$ cat src/rtl/demux32_collector.sv
// ---------------------------------------------------------------------------
// demux32_collector
//
// Purpose:
//   Rebuilds a 32-bit parallel word from a stream of single bits, each of
//   which arrives with the 5-bit index of the position it belongs to. This is
//   the inverse of a 32:1 bit-select mux. Once every position of the word has
//   been written, the word is presented on a valid/ready handshake. While the
//   word is held, no further bits are accepted.
//
//   A partial word that sits idle for TIMEOUT_CYC cycles is aborted: the
//   position mask is cleared, and timeout pulses for one cycle. Setting
//   TIMEOUT_CYC to 0 disables the abort.
//
//   With FILL_ORDER_CHECK = 1, only bits whose index matches the next
//   expected ascending index are written. Other bits are still handshaken,
//   but they are dropped and counted in err_cnt.
//
// Optional feature (macro DEMUX32_BYPASS_EN):
//   When the macro is defined, the ports bypass_word and bypass_load are
//   added. A bypass load in COLLECT writes a whole word at once and moves
//   straight to HOLD.
//
// Ports:
//   clk          in   1   system clock, rising edge
//   rst_n        in   1   asynchronous active-low reset
//   bit_valid    in   1   upstream offers a bit
//   bit_ready    out  1   collector accepts the bit this cycle
//   bit_in       in   1   data bit
//   sel          in   5   destination bit index, 0..31
//   word_valid   out  1   assembled word available
//   word_ready   in   1   downstream accepts the word
//   word_out     out  32  assembled word
//   mask_out     out  32  bit i set once position i is written in this word
//   timeout      out  1   one-cycle pulse when a partial word is aborted
//   err_cnt      out  8   saturating count of dropped (out-of-order) bits
//   bypass_word  in   32  whole-word load value   (DEMUX32_BYPASS_EN only)
//   bypass_load  in   1   whole-word load strobe  (DEMUX32_BYPASS_EN only)
// ---------------------------------------------------------------------------
module demux32_collector #(
    parameter int TIMEOUT_CYC      = 255,
    parameter int FILL_ORDER_CHECK = 0
) (
    input  logic        clk,
    input  logic        rst_n,
    input  logic        bit_valid,
    output logic        bit_ready,
    input  logic        bit_in,
    input  logic [4:0]  sel,
    output logic        word_valid,
    input  logic        word_ready,
    output logic [31:0] word_out,
    output logic [31:0] mask_out,
    output logic        timeout,
    output logic [7:0]  err_cnt
`ifdef DEMUX32_BYPASS_EN
    ,
    input  logic [31:0] bypass_word,
    input  logic        bypass_load
`endif
);

    typedef enum logic {
        COLLECT = 1'b0,
        HOLD    = 1'b1
    } state_t;

    localparam logic [7:0] TIMEOUT_LIMIT = 8'(TIMEOUT_CYC);
    localparam bit         TIMEOUT_EN    = (TIMEOUT_CYC != 0);
    localparam bit         ORDER_EN      = (FILL_ORDER_CHECK != 0);

    state_t      state;
    state_t      next_state;

    logic [7:0]  idle_cnt;
    logic [4:0]  exp_idx;

    logic        accept;
    logic        bypass_take;
    logic        in_order;
    logic        do_write;
    logic        do_drop;
    logic        word_done;
    logic        idle_cycle;
    logic        abort;
    logic        release_word;
    logic [31:0] sel_onehot;
    logic [31:0] mask_after_write;

    // Per-cycle decode of the current event. Priority, from highest to lowest:
    //   1. bypass load
    //   2. bit accept, which is either a write or a drop
    //   3. idle timeout
    // An accept in the same cycle as the timeout threshold therefore
    // prevents the abort.
    always_comb begin
        bypass_take = 1'b0;
`ifdef DEMUX32_BYPASS_EN
        bypass_take = bypass_load && (state == COLLECT);
`endif
        accept           = bit_valid && bit_ready;
        sel_onehot       = 32'd1 << sel;
        in_order         = !ORDER_EN || (sel == exp_idx);
        do_write         = accept && in_order && !bypass_take;
        do_drop          = accept && !in_order && !bypass_take;
        mask_after_write = mask_out | sel_onehot;
        word_done        = do_write && (&mask_after_write);
        idle_cycle       = (state == COLLECT) && (mask_out != 32'd0)
                           && !accept && !bypass_take;
        abort            = TIMEOUT_EN && idle_cycle
                           && ((idle_cnt + 8'd1) == TIMEOUT_LIMIT);
        release_word     = (state == HOLD) && word_ready;
    end

    // State register
    always_ff @(posedge clk or negedge rst_n) begin
        if (!rst_n) begin
            state <= COLLECT;
        end else begin
            state <= next_state;
        end
    end

    // Next-state logic. The move to HOLD happens on the edge where the last
    // missing position is written, so word_valid rises one cycle after that
    // final bit.
    always_comb begin
        next_state = state;
        case (state)
            COLLECT: begin
                if (bypass_take || word_done) begin
                    next_state = HOLD;
                end
            end
            HOLD: begin
                if (word_ready) begin
                    next_state = COLLECT;
                end
            end
            default: next_state = COLLECT;
        endcase
    end

    // Handshake outputs depend only on the state.
    always_comb begin
        bit_ready  = (state == COLLECT);
        word_valid = (state == HOLD);
    end

    // Assembly datapath. word_out is never cleared when a word is released
    // or aborted; only mask_out tracks which positions are fresh.
    always_ff @(posedge clk or negedge rst_n) begin
        if (!rst_n) begin
            word_out <= 32'd0;
            mask_out <= 32'd0;
            exp_idx  <= 5'd0;
            idle_cnt <= 8'd0;
            timeout  <= 1'b0;
            err_cnt  <= 8'd0;
        end else begin
            timeout <= abort;
`ifdef DEMUX32_BYPASS_EN
            if (bypass_take) begin
                word_out <= bypass_word;
                mask_out <= 32'hFFFF_FFFF;
                idle_cnt <= 8'd0;
            end else
`endif
            if (release_word) begin
                mask_out <= 32'd0;
                exp_idx  <= 5'd0;
                idle_cnt <= 8'd0;
            end else if (do_write) begin
                word_out[sel] <= bit_in;
                mask_out      <= mask_after_write;
                exp_idx       <= exp_idx + 5'd1;
                idle_cnt      <= 8'd0;
            end else if (do_drop) begin
                idle_cnt <= 8'd0;
                if (err_cnt != 8'hFF) begin
                    err_cnt <= err_cnt + 8'd1;
                end
            end else if (abort) begin
                mask_out <= 32'd0;
                exp_idx  <= 5'd0;
                idle_cnt <= 8'd0;
            end else if (idle_cycle && TIMEOUT_EN) begin
                idle_cnt <= idle_cnt + 8'd1;
            end else begin
                idle_cnt <= 8'd0;
            end
        end
    end

endmodule

$ cat config.mk
export PLATFORM = sky130hd
export DESIGN_NAME = demux32_collector
export DESIGN_NICKNAME = d
export VERILOG_FILES = /design/src/rtl/demux32_collector.sv
export SDC_FILE = /design/constraint.sdc
export NUM_CORES = 1
export LEC_CHECK = 0
export ABC_AREA = 1
export BUFFER_PORTS_ARGS = -buffer_cell sky130_fd_sc_hd__buf_2
export CORE_MARGIN = 2
export CORE_UTILIZATION = 54
export CTS_BUF_LIST = sky130_fd_sc_hd__clkbuf_4 sky130_fd_sc_hd__clkbuf_8 sky130_fd_sc_hd__clkbuf_16
export CTS_CLUSTER_SIZE = 30
export DETAILED_ROUTE_END_ITERATION = 6
export PLACE_DENSITY = 0.77
export SLEW_MARGIN = 20
export SYNTH_ARGS = -nofsm -noshare
export SYNTH_HDL_FRONTEND = slang
export SYNTH_SLANG_ARGS = --single-unit
export TNS_END_PERCENT = 50
$ cat constraint.sdc
create_clock -name clk -period 2.1 [get_ports clk]
set_clock_uncertainty 0.05 [all_clocks]
set_input_delay 0.315 -clock clk [delete_from_list [all_inputs] [get_ports clk]]
set_output_delay 0.315 -clock clk [all_outputs]
set_load 0.01 [all_outputs]
==> impl_metrics.env, run 1 <==
export IMPL_outcome="finished, final reports clean"
export IMPL_drc=0
export IMPL_grt_pass1_vias=3309
export IMPL_cts_buffers=9
export IMPL_syn_area_sq_um=3850
export IMPL_use_met1_pct=35.3
export IMPL_fin_crit_ns=1.83
export IMPL_avgSynthCellArea_sq_um=7.50
export IMPL_yosysUniqueCellTypes=27
export IMPL_cts_buffer_depth=2
export IMPL_clock_sinks=74
export IMPL_dp_hpwl_mm=6.52
export IMPL_drt_iter0_drc=186
export IMPL_vias=3586
export IMPL_grt_overflow=0
export IMPL_place_area_sq_um=4330
export IMPL_drt_pass1_iter_count=5
export IMPL_grtUsageMet3_pct=3.73
export IMPL_rsz0062_at_grt="false"
export IMPL_grt_max_degree=75
export IMPL_dieHeight_um=88.4
export IMPL_tightest_slew_ns=0.539
export IMPL_drive_above_1_share_pct=19.9
export IMPL_cts_root_buffer="clkbuf_8"
export IMPL_yosysSeqAreaShare_pct=48.1
export IMPL_coreArea_sq_um=6830
export IMPL_slew_headroom_pct=63.9
export IMPL_detail_route_antenna_nets=0
export IMPL_grt_use_total_pct=25.6
export IMPL_routedWlPerCell_um=13.5
export IMPL_cts_tree="done"
export IMPL_max_cap_violations=0
export IMPL_finalCritPeriodShare_pct=87.3
export IMPL_design_area_sq_um=4570
export IMPL_powerDensity_nw_per_um2=889
export IMPL_p_leak_nw=2.47
export IMPL_num_io_pins=85
export IMPL_globalplace_congestion=0.886
export IMPL_ir_drop_uv=583
export IMPL_ctsHtreeMaxLevel=3
export IMPL_antenna_found_initial=0
export IMPL_endpoint_kind="flip-flop"
export IMPL_rows=30
export IMPL_finalHoldViolCount=0
export IMPL_fmax_mhz=546
export IMPL_path_class="flip-flop to flip-flop"
export IMPL_synth_largest_area_cell="dfrtp_1"
export IMPL_grt_pass1_wl_mm=15.5
export IMPL_syn_to_final_growth_pct=18.9
export IMPL_routed_wirelength_mm=9.40
export IMPL_yosys_warnings=0
export IMPL_io_buffers=76
export IMPL_grt_busiest_layer="met2"
export IMPL_viasPerCell=5.17
export IMPL_use_met2_pct=40.5
export IMPL_tns_ns=0
export IMPL_ys_top_cells_by_area="dfrtp_1 48%, nand2_1 16%, nand3_1 10%, o21ai_0 5.2%, nor2_1 4.6%"
export IMPL_drv_slew=0
export IMPL_final_nets=605
export IMPL_dp_cells=677
export IMPL_synth_cells=513
export IMPL_yosysTopAreaCellShare_pct=48.1
export IMPL_finalNonFillerCells=694
export IMPL_path_max_fanout=33
export IMPL_ys_ff_latch=74
export IMPL_setup_viol=0
export IMPL_clk_pin_slew_worst_paths_ns=0.07
export IMPL_antenna_cells=0
export IMPL_hold_path_class="input pin to flip-flop"
export IMPL_required_ns=2.29
export IMPL_worstSetupStartpointType="flip-flop"
export IMPL_insertion_delay_ns=0.35
export IMPL_dieArea_sq_um=7820
export IMPL_worstPathArrival_ns=2.02
export IMPL_initial_core_util_pct=56.3
export IMPL_die_w_um=88.4
export IMPL_whs_ns=0.205
[cell type report]
| cell class | instances | area (sq um) |
|---|---|---|
| fill | 588 | 2260 |
| sequential | 74 | 1850 |
| multi-input combinational | 371 | 1690 |
| timing repair buffer | 93 | 523 |
| inverter | 44 | 165 |
| clock buffer | 11 | 145 |
| tap | 96 | 120 |
| clock inverter | 5 | 77.6 |
[flip-flops by register name (all words and copies together), names as in the netlist]
signal,count
timeout,1
word_valid,1
mask_out,32
word_out,32
idle_cnt,8
[cell usage after synthesis]
| cell | n |
|---|---|
| nand4_1 | 8 |
| buf_6 | 3 |
| o21ai_0 | 40 |
| inv_1 | 43 |
| conb_1 | 1 |
| nand3_1 | 77 |
| a31oi_1 | 1 |
| clkbuf_1 | 9 |
| nor2_2 | 3 |
| xor2_1 | 2 |
| inv_2 | 1 |
| nand2_2 | 1 |
| nor3_1 | 1 |
| nand2_1 | 161 |
| nand2_4 | 1 |
| nor2_4 | 1 |
| ha_1 | 2 |
| dfrtp_1 | 74 |
| buf_2 | 10 |
| nor2_1 | 47 |
| or2_2 | 1 |
| nand3b_1 | 1 |
| a21oi_1 | 5 |
| nor3_2 | 1 |
| buf_4 | 9 |
| o21bai_1 | 9 |
| nor3b_1 | 1 |
[worst paths after layout]
kind / start / to / slack (ns) / depth (start not counted)
setup / recovery: idle_cnt[0] / mask_out[12] / 0.27 / 9
hold / removal: word_ready / word_valid / 0.20 / 3
setup reg to reg: idle_cnt[0] / mask_out[12] / 0.27 / 9
hold reg to reg: idle_cnt[0] / idle_cnt[0] / 0.43 / 1
max in group asynchronous: rst_n / idle_cnt[5] / 1.22 / 3
min in group asynchronous: rst_n / word_out[19] / 0.47 / 3
[cells by family (layout without fill, tap and decap cells)]
| family | Yosys count | in the layout | share of synthesized area [%] |
|---|---|---|---|
| AND/OR/NAND/NOR | 304 | 304 | 33.8 |
| buffers and inverters | 75 | 153 | 9.11 |
| flip-flops | 74 | 74 | 48.1 |
| AO/OA/AOI/OAI | 55 | 55 | 7.77 |
| adder cells (fa/ha/maj) | 2 | 2 | 0.650 |
| XOR/XNOR | 2 | 2 | 0.455 |
| other | 1 | 8 | 0.0975 |
[placed cells by master, fill, tap and decap left out, types with 2 or more instances in the layout]
| cell | Yosys | layout |
|---|---|---|
| a21oi_1 | 5 | 4 |
| buf_2 | 10 | 76 |
| buf_4 | 9 | 15 |
| bufinv_16 | 0 | 2 |
| clkbuf_8 | 0 | 10 |
| clkinv_2 | 0 | 2 |
| conb_1 | 1 | 8 |
| dfrtp_1 | 74 | 74 |
| ha_1 | 2 | 2 |
| inv_1 | 43 | 43 |
| nand2_1 | 161 | 161 |
| nand3_1 | 77 | 77 |
| nand4_1 | 8 | 8 |
| nor2_1 | 47 | 46 |
| nor2_2 | 3 | 3 |
| nor2_4 | 1 | 2 |
| o21ai_0 | 40 | 40 |
| o21bai_1 | 9 | 9 |
| xor2_1 | 2 | 2 |
[what timing repair did]
item	in CTS	in global routing
endpoints found under the setup margin	0	2
resized for setup	0	1
hold endpoints to repair	74	0
hold buffers	1	0
setup buffers	0	0
[layer usage]
| metal | wire (um) | share of wire [%] |
|---|---|---|
| met5 | 0 | 0 |
| met4 | 183 | 1.9 |
| met3 | 591 | 6.3 |
| met2 | 4410 | 47 |
| met1 | 4210 | 45 |
[worst max-delay path: stages, from the launching register on]
cell     delay, ns
dfrtp_1       0.41
ha_1          0.24
xor2_1        0.18
nand2_1       0.07
nor2_1        0.10
nand2_1       0.10
nor2_4        0.19
nand2_8       0.19
nand3_1       0.13
nand2_1       0.06
[stage by stage]
step	setup WS, ns	util, %	power, mW
floorplan	0.464	-	2.44
global placement	0.316	63.4	2.83
detailed placement	0.231	63.4	2.86
CTS	0.217	66.8	4.09
global route	0.0547	67.0	4.32
finish	0.267	67.0	4.07
[power by group]
part           internal (mW)  leakage (nW)  switching [mW]
sequential              1.66         0.970           0.188
combinational          0.388          1.39           0.593
clock                  0.711         0.113           0.522
(Power assumes the default switching activity.)
==> run 2, diff against run 1 <==
Settings changed: MAX_ROUTING_LAYER set to met4.
==> impl_metrics.env, run 2 (synthesized netlist as in run 1, its figures left out) <==
export IMPL_clock_sinks=74
export IMPL_coreArea_sq_um=6830
export IMPL_reg_top3="mask_out: 32 flops, word_out: 32 flops, idle_cnt: 8 flops"
export IMPL_insertion_delay_ns=0.35
export IMPL_final_common_cell="nand2_1"
export IMPL_max_cap_violations=0
export IMPL_grt_busiest_layer="met2"
export IMPL_finalNonFillerCells=693
export IMPL_tns_ns=0
export IMPL_p_sw_share_pct=32.0
export IMPL_endpoint_kind="flip-flop"
export IMPL_pwr_share_seq_pct=44.9
export IMPL_routed_wirelength_mm=9.60
export IMPL_path_max_fanout=33
export IMPL_clkPwrFrac_pct=31.2
export IMPL_die_w_um=88.4
export IMPL_cts_root_buffer="clkbuf_8"
export IMPL_grt_max_degree=75
export IMPL_use_met1_pct=36.8
export IMPL_p_total_mw=4.14
export IMPL_powerDensity_nw_per_um2=903
export IMPL_fill_cells=625
export IMPL_power_switching_mw=1.32
export IMPL_initial_core_util_pct=56.3
export IMPL_rsz0062_at_grt="false"
export IMPL_detail_route_antenna_nets=0
export IMPL_grtUsageMet3_pct=3.54
export IMPL_finalHoldViolCount=0
export IMPL_vias=3652
export IMPL_setup_viol=0
export IMPL_finalCritPeriodShare_pct=88.1
export IMPL_final_cell_mix="161 x nand2_1, 77 x nand3_1, 76 x buf_2"
export IMPL_post_cts_setup_buffers=0
export IMPL_cts_buffers=9
export IMPL_use_met2_pct=41.0
export IMPL_dieHeight_um=88.4
export IMPL_place_area_sq_um=4330
export IMPL_dp_hpwl_mm=6.65
export IMPL_io_buffers=76
export IMPL_final_nets=604
export IMPL_antenna_found_initial=0
export IMPL_multi_input_comb_area_sq_um=1690
export IMPL_drive_above_1_share_pct=19.8
export IMPL_hold_path_class="input pin to flip-flop"
export IMPL_drt_pass1_iter_count=4
export IMPL_p_int_mw=2.82
export IMPL_grt_overflow=0
export IMPL_fmax_mhz=540
export IMPL_slew_headroom_pct=63.7
export IMPL_grt_pass1_vias=3352
export IMPL_cts_tree="done"
export IMPL_tightest_slew_ns=0.543
export IMPL_grt_pass1_wl_mm=15.8
export IMPL_drv_slew=0
export IMPL_dieArea_sq_um=7820
export IMPL_syn_to_final_growth_pct=19.1
export IMPL_outcome="finished, final reports clean"
export IMPL_antenna_cells=0
export IMPL_required_ns=2.29
export IMPL_seq_area_sq_um=1850
export IMPL_clk_pin_slew_worst_paths_ns=0.07
export IMPL_p_comb_share_pct=23.8
export IMPL_p_leak_nw=2.47
export IMPL_viasPerCell=5.27
export IMPL_num_io_pins=85
export IMPL_fin_crit_ns=1.85
export IMPL_grt_use_total_pct=27.0
export IMPL_rows=30
export IMPL_path_class="flip-flop to flip-flop"
export IMPL_routedWlPerCell_um=13.8
export IMPL_worstSetupStartpointType="flip-flop"
export IMPL_globalplace_congestion=0.900
export IMPL_dp_cells=676
export IMPL_worstPathArrival_ns=2.04
export IMPL_ir_drop_uv=551
export IMPL_drc=0
export IMPL_drt_iter0_drc=312
export IMPL_design_area_sq_um=4580
export IMPL_ctsHtreeMaxLevel=3
export IMPL_cts_buffer_depth=2
run 2: changes by cell type in the layout (fill, tap and decap cells not counted):
cell	change
buf_4	-1
clkbuf_8	+2
clkbuf_4	-1
clkinv_2	-1
run 2: final cells by class:
type | count | share of cell area, %
sequential | 74 | 40.4
multi-input combinational | 371 | 36.9
timing repair buffer | 92 | 11.3
clock buffer | 12 | 3.60
inverter | 44 | 3.60
tap | 96 | 2.62
clock inverter | 4 | 1.58
run 2: repair_timing:
action                                  4_1_cts  5_1_grt
hold endpoints to repair                     74        0
hold buffers                                  1        0
gates resized for setup                       0        1
endpoints found under the setup margin        0        7
run 2: metal layers:
metal	part of all wire [%]	up-vias
met2	48	125
met4	2.2	0
met5	0	-
met3	5.5	21
met1	44	1709
li1	-	1797
run 2: final timing paths:
kind	slack [ns]	startpoint	cells past startpoint	endpoint
worst max-delay path	0.25	idle_cnt[0]	9	mask_out[12]
worst min-delay path	0.21	word_ready	3	word_valid
worst max register to register	0.25	idle_cnt[0]	9	mask_out[12]
worst min register to register	0.44	word_out[30]	2	word_out[30]
max in group asynchronous	1.20	rst_n	3	idle_cnt[0]
min in group asynchronous	0.46	rst_n	3	word_out[19]
run 2: through the flow:
| step | util [%] | worst slack, ns | hold slack, ns |
|---|---|---|---|
| floorplan | - | 0.464 | -0.0306 |
| global placement | 63.3 | 0.323 | 0.323 |
| detailed placement | 63.3 | 0.227 | 0.328 |
| CTS | 66.9 | 0.226 | 0.190 |
| global route | 67.1 | 0.0363 | 0.229 |
| finish | 67.1 | 0.250 | 0.208 |
run 2: power groups by stage:
stage               Sequential [mW]  Clock (mW)  Combinational, mW
floorplan                      1.96           0              0.480
finish                         1.86        1.29              0.987
global placement               1.87           0              0.963
detailed placement             1.88           0              0.986
CTS                            1.85        1.31              0.993
global route                   1.88        1.37               1.12
run 2: critical path, stage by stage (launching register included):
cell and delay [ns]:
dfrtp_1 0.41, ha_1 0.24, xor2_1 0.20, nand2_1 0.07, nor2_1 0.10, nand2_1 0.10, nor2_4 0.19, nand2_8 0.18
nand3_1 0.13, nand2_1 0.06
